`config.mk`:
```
export PLATFORM = sky130hd
export DESIGN_NAME = icache_direct
export DESIGN_NICKNAME = d
export VERILOG_FILES = /design/src/rtl/icache_direct.sv
export SDC_FILE = /design/constraint.sdc
export NUM_CORES = 2
export LEC_CHECK = 0
export CAP_MARGIN = 20
export CORE_MARGIN = 2
export CORE_UTILIZATION = 55
export DETAILED_ROUTE_END_ITERATION = 6
export PLACE_DENSITY = 0.8
export SLEW_MARGIN = 30
export SYNTH_ARGS = -nofsm -noshare
export SYNTH_HDL_FRONTEND = slang
export SYNTH_SLANG_ARGS = --single-unit
```
`constraint.sdc`:
```
create_clock -name clk_in -period 4.37 [get_ports clk_in]
set_input_delay 0.6555 -clock clk_in [delete_from_list [all_inputs] [get_ports clk_in]]
set_output_delay 0.6555 -clock clk_in [all_outputs]
set_load 0.02 [all_outputs]
```
`src/rtl/icache_direct.sv`:
```
// Direct-mapped, one-word-per-line instruction cache between the fetch stage and the memory controller.
module icache_direct #(
   parameter int unsigned INDEX_BITS = 6
) (
   input  logic        clk_in,
   input  logic        rst_in,
   input  logic        rdy_in,
   input  logic        rob_clear,
   input  logic        if_req,
   input  logic [31:0] if_pc,
   output logic        if_ready,
   output logic [31:0] if_ins,
   output logic        mem_fetch,
   output logic [31:0] mem_addr,
   input  logic        mem_back,
   input  logic [31:0] mem_ins
);

   localparam int unsigned LINES    = 1 << INDEX_BITS;
   localparam int unsigned TAG_BITS = 30 - INDEX_BITS;

   typedef enum logic {
      IDLE = 1'b0,
      MISS = 1'b1
   } state_t;

   state_t                state_q, state_d;
   logic                  ready_d;
   logic [31:0]           ins_d;
   logic [31:0]           addr_d;
   logic [INDEX_BITS-1:0] miss_idx_q, miss_idx_d;
   logic [TAG_BITS-1:0]   miss_tag_q, miss_tag_d;
   logic                  fill_en;

   logic [LINES-1:0]      valid_q;
   logic [TAG_BITS-1:0]   tag_mem  [LINES];
   logic [31:0]           data_mem [LINES];

   logic [INDEX_BITS-1:0] req_idx;
   logic [TAG_BITS-1:0]   req_tag;
   logic                  req_hit;

   // Split the request PC and look it up in the array.
   assign req_idx   = if_pc[INDEX_BITS+1:2];
   assign req_tag   = if_pc[31:INDEX_BITS+2];
   assign req_hit   = valid_q[req_idx] && (tag_mem[req_idx] == req_tag);
   assign mem_fetch = (state_q == MISS);

   // Next-state and next-output logic; flush overrides all other activity.
   always_comb begin
      state_d    = state_q;
      ready_d    = 1'b0;
      ins_d      = if_ins;
      addr_d     = mem_addr;
      miss_idx_d = miss_idx_q;
      miss_tag_d = miss_tag_q;
      fill_en    = 1'b0;
      if (rob_clear) begin
         state_d = IDLE;
      end else begin
         unique case (state_q)
            IDLE: begin
               // Never accept while a response is presented, so a stale PC is not served twice.
               if (if_req && !if_ready) begin
                  if (req_hit) begin
                     ready_d = 1'b1;
                     ins_d   = data_mem[req_idx];
                  end else begin
                     state_d    = MISS;
                     addr_d     = {if_pc[31:2], 2'b00};
                     miss_idx_d = req_idx;
                     miss_tag_d = req_tag;
                  end
               end
            end
            MISS: begin
               if (mem_back) begin
                  fill_en = 1'b1;
                  ready_d = 1'b1;
                  ins_d   = mem_ins;
                  state_d = IDLE;
               end
            end
            default: state_d = IDLE;
         endcase
      end
   end

   // Control registers and valid bits; frozen while rdy_in is low.
   always_ff @(posedge clk_in) begin
      if (rst_in) begin
         state_q    <= IDLE;
         if_ready   <= 1'b0;
         if_ins     <= 32'h0;
         mem_addr   <= 32'h0;
         miss_idx_q <= '0;
         miss_tag_q <= '0;
         valid_q    <= '0;
      end else if (rdy_in) begin
         state_q    <= state_d;
         if_ready   <= ready_d;
         if_ins     <= ins_d;
         mem_addr   <= addr_d;
         miss_idx_q <= miss_idx_d;
         miss_tag_q <= miss_tag_d;
         if (fill_en) begin
            valid_q[miss_idx_q] <= 1'b1;
         end
      end
   end

   // Tag and data storage; contents are irrelevant until the valid bit is set.
   always_ff @(posedge clk_in) begin
      if (!rst_in && rdy_in && fill_en) begin
         tag_mem[miss_idx_q]  <= miss_tag_q;
         data_mem[miss_idx_q] <= mem_ins;
      end
   end

endmodule

```
* Yosys cells after proc, flatten, opt, wreduce, memory -nomap -nowiden
Memory sizes are Yosys's and may differ from the RTL's.
Cells that the tools add are included.
** Cells by class
- Muxes and demuxes :: 22
- Equal/unequal tests :: 4
- Order comparisons :: 3
- Bitwise operators :: 4
- Reduce and logical (&&, ||, !) cells :: 10
** Operators with widths (number)
- $mux W32 :: 3
- $or A64 B64 Y64 :: 1
- $pmux W32 S2 :: 1
- $eq A24 B24 Y1 :: 1
- $lt A6 B7 Y1 const B :: 2
- $mux W1 :: 14
- $reduce_and A5 Y1 :: 2
- $bmux W1 S6 :: 1
- $demux W1 S6 :: 1
- $ge A6 B1 Y1 const B :: 1
- $ne A2 B2 Y1 const B :: 3
- $logic_and A1 B1 Y1 :: 5
- $pmux W1 S2 :: 2
- $not A1 Y1 :: 3
- $logic_not A1 Y1 :: 2
- $reduce_and A2 Y1 :: 1
** Word-level totals
- Memories kept :: 2
- RAM bits :: 3584
- Register bits after elaboration :: 158
- Input port bits :: 70
- Output and inout bits :: 66
- Word-level logic and storage cells :: 52
** Memories
- data_mem :: depth 64, width 32, read ports 1, clocked after Yosys merged registers in 0, wr ports 1, RTL line 37 : logic [31:0] data_mem [LINES];
- tag_mem :: depth 64, width 24, read ports 1, clocked after Yosys merged registers in 0, wr ports 1, RTL line 36 : logic [TAG_BITS-1:0] tag_mem [LINES];

* Longest topological paths before layout
- Word-level depth :: 7
- Gate-level depth with buffers :: 18
- Gate-level depth less buffers :: 10

* Worst setup path after synthesis
OpenSTA, ideal clock, no wires.
- Path kind :: input to register
- Start point :: in rob_clear
- End point :: mem data_mem[59][0] (enable)
- Path slack :: -0.307 ns
- Stages on the path :: 5
- Buffers on the path :: 1
- Arrival time :: 4.206 ns
- Data required time :: 3.900 ns
- Setup time :: 0.470 ns
- Cell sequence :: nand2b_1 -> nor4b_1 -> nand3_1 -> clkbuf_1 -> nor2_1
** On the way
- Cells in the longest elaborated chain, start to end :: 4
** Ends and longest elaborated chain
- start: declaration :: RTL line 8 : input logic rob_clear,
- $mux W1 :: RTL line 58 : if (rob_clear) begin
- $logic_and A1 B1 Y1 :: RTL line 114 : if (!rst_in && rdy_in && fill_en) begin
- $mux W1 :: RTL line 114
- $mux W1 (implied by the code) :: RTL line 116 : data_mem[miss_idx_q] <= mem_ins;
- end: declaration :: RTL line 37
Every way passes these cells.

* Worst setup path after layout
- Start point :: mem tag_mem[30][9] in the netlist's numbering
- End point :: reg miss_tag_q[22]
** On the way
- Cells in the longest elaborated chain, start to end :: 5
** Ends and longest elaborated chain
- start: declaration :: RTL line 36
- $mem_v2 Z64 W24
- $eq A24 B24 Y1 :: RTL line 46 : assign req_hit = valid_q[req_idx] && (tag_mem[req_idx] == req_tag);
- $logic_and A1 B1 Y1 :: RTL line 46
- $not A1 Y1 (no line)
- $reduce_and A5 Y1 (no line)
- end signal: assignment :: RTL line 105 : miss_tag_q <= miss_tag_d;
- end: declaration :: RTL line 32 : logic [TAG_BITS-1:0] miss_tag_q, miss_tag_d;
Every way passes these cells.
A chain may end at the register's enable or synchronous reset.

==> reports/results.ini <==
[status]
status = finished, final reports clean

[yosys]
synth_area_sq_mm = 0.143
synth_cells = 6247
synth_warnings = 0
ys_ff_latch = 3712
synth.avg_cell_area_sq_um = 22.8
yosysMostFrequentCell = edfxtp_1
synth.area.top_cells = edfxtp_1 76%, mux4_2 16%, dfxtp_1 1.8%, mux2i_1 1.6%, a22oi_1 0.47%
async_flop_share_pct = 0
ys_types = 76
ys_seq_area_share_pct = 77.3
yosysTopAreaCellShare_pct = 75.5
synth_common_cells = 3584 x edfxtp_1, 993 x mux4_2, 230 x mux2i_1
yosysTopAreaCell = edfxtp_1
synthFlopType = edfxtp_1
synth-edff-count = 3584

[route]
detail_route.vias_per_cell = 7.29
drt_wl_total_um = 437000
drt_pass1_iterations = 7
wl_per_cell_um = 41.5
ant_nets = 0
drc = 0
vias = 76900
drt_iter0_drc = 14700

[clocking]
cts_hold_buf = 0
clk_latency_ns = 1.01
htreeDepth = 5
root_buffer = clkbuf_16
tritoncts = done
cts_buffers = 361
clk_path_buf_depth = 4
path_clk_slew_ns = 0.06
cts_sinks = 3712

[setup_path]
r2r_setup_slack_ns = 0.09
cp_slowest_cell = mux4_2
r2r-start = tag_mem[30][9]
crit_chain = mux4_2, mux4_2, mux2i_1, mux2_1, nand4_1, a2111oi_4, buf_4, nand4_1, buf_4, nor4_4, buf_4, buf_12, o21ai_0, a21oi_1
cp-end-kind = flop
cp.required_ns = 5.23
cp_common_cell = buf_4
crit_fanout = 15
cp.arrival_ns = 5.14
cpPeakStageDelay_ns = 0.47
r2r_cells = 14
cp_num_buf_inv = 4
start_kind = flop
r2r_end = miss_tag_q[22]
cp_top_family = multiplexers
crit_type = flop to flop

[sta]
slew_violations = 0
setup_viol = 0
final.setup.worst_slack_ns = 0.0875
max_freq_mhz = 234
hold_violations = 0
layout_min_cycle_time_ns = 4.28
worst_slew_pin_slew_ns = 1.01
setup_tns_ns = 0
rsz0062_at_grt = no
timing.slew.headroom_pct = 32.2
finalClockSkew_ns = 0.0844
fin_crit_sh_pct = 98.0

[global_routing]
grt_overflow_total = 0
grt.total_usage_pct = 33.0
grt_max_degree = 108
grt_first_pass_wirelength_um = 602000
grt_pass1_vias = 77700
antenna_found_initial = 22

[power]
peakVddDrop_uv = 372
leakagePower_nw = 49.3
finalPower_mw = 73.2
power_density_mw_per_mm2 = 448

[job]
maxCapViolCount = 0

[floorplanning]
num_rows = 186
die_x_um = 513
core-area_sq_mm = 0.257
die_h_um = 513
start_util_pct = 55.4
io_pins = 136
die_area_sq_mm = 0.263

[placement]
routabilityCongestion = 0.861
post-dp-hpwl_um = 220000
dp_slack_ns = -0.936
portBuffers = 131

[hold_path]
min_to = data_mem[63][21]
holdCritPathClass = primary input to flop
worstHoldPathCells = 1
min_from = mem_ins[21]

[final_layout]
drive_gt1_share_pct = 30.8
fin_util_pct = 63.4
area_delta_synth_final_pct = 14.6
nets = 6941

==> cell families (layout without fill, tap and decap cells) <==
logic type                Yosys count  count (layout)  synth area share [%]
and+or+nand+nor                   363             363                  1.32
xor gates and xnor gates           14              14                0.0860
AOI/OAI and AO/OA                 470             470                  2.35
muxes                            1240            1240                  17.4
buffers and inverters             447            1342                  1.49
other                               1              15               0.00263
DFF                              3712            3712                  77.3
==> final cells by class <==
cell class	count	area, sq um
multi-input combinational	2089	30700
timing repair buffer	627	6350
antenna	13	32.5
sequential	3712	110000
clock inverter	188	1780
clock buffer	447	9610
inverter	80	310
tap	3384	4230
fill	15300	94100
==> repair_timing <==
| action | 4_1_cts | 5_1_grt |
|---|---|---|
| buffers inserted | 0 | 0 |
| endpoints found under the setup margin | 63 | 21 |
| gates resized for setup | 2 | 1 |
| pin swaps | 0 | 2 |
==> flip-flops by register name (all words and copies together) (netlist names) <==
| register | cells |
|---|---|
| if_ready | 1 |
| data_mem | 2048 |
| tag_mem | 1536 |
| mem_fetch | 1 |
| miss_tag_q | 24 |
| miss_idx_q | 5 |
| mem_addr | 1 |
| if_ins | 32 |
| valid_q | 64 |
==> through the flow <==
step | instances | instance area, sq um | hold WS (ns)
global route | 10500 | 163000 | 0.148
global placement | 9891 | 152000 | 0.434
detailed placement | 9893 | 152000 | 0.444
floorplan | 6248 | 143000 | 0.449
finish | 10500 | 163000 | 0.140
CTS | 10500 | 163000 | 0.100
==> cell usage in the layout (no fill, tap or decap), drive strengths merged, types with 17 or more instances in the layout <==
cell type / instances
mux4: 993
a22oi: 90
edfxtp: 3584
o22ai: 101
bufinv: 31
nand2: 82
mux2i: 230
buf: 535
clkinvlp: 17
nor2: 100
o21ai: 54
nand3: 31
mux2: 17
dfxtp: 128
or3: 22
a211oi: 75
nor3: 20
clkbuf: 447
inv: 83
clkdlybuf4s50: 92
or3b: 21
a21oi: 59
clkinv: 137
==> power by group <==
part | switching, mW | total [mW] | internal (mW)
combinational | 2.07 | 3.46 | 1.39
clock | 13.4 | 30.8 | 17.4
sequential | 0.0335 | 38.9 | 38.9
total | 15.5 | 73.2 | 57.7
==> how the worst max path moves through the flow <==
stage,start,endpoint,slack [ns],depth (start not counted)
after CTS,tag_mem[30][9],miss_tag_q[22],0.09,14
final,tag_mem[30][9],miss_tag_q[22],0.09,14
after floorplan,rob_clear,data_mem[59][0],-0.31,5
after global routing,tag_mem[31][9],miss_idx_q[4],0.06,14
after global placement,if_pc[2],miss_tag_q[15],-0.89,15
after detailed placement,if_pc[2],mem_fetch,-0.94,15
==> metal layers <==
| layer | vias to the layer above | GRT usage (%) | wire length (um) |
|---|---|---|---|
| li1 | 27900 | - | - |
| met1 | 39300 | 40.8 | 134000 |
| met2 | 7767 | 51.1 | 204000 |
| met3 | 1920 | 10.8 | 66800 |
| met4 | 28 | 20.1 | 32200 |
| met5 | - | 0.0913 | 203 |
Power figures use the tool's default switching activity.
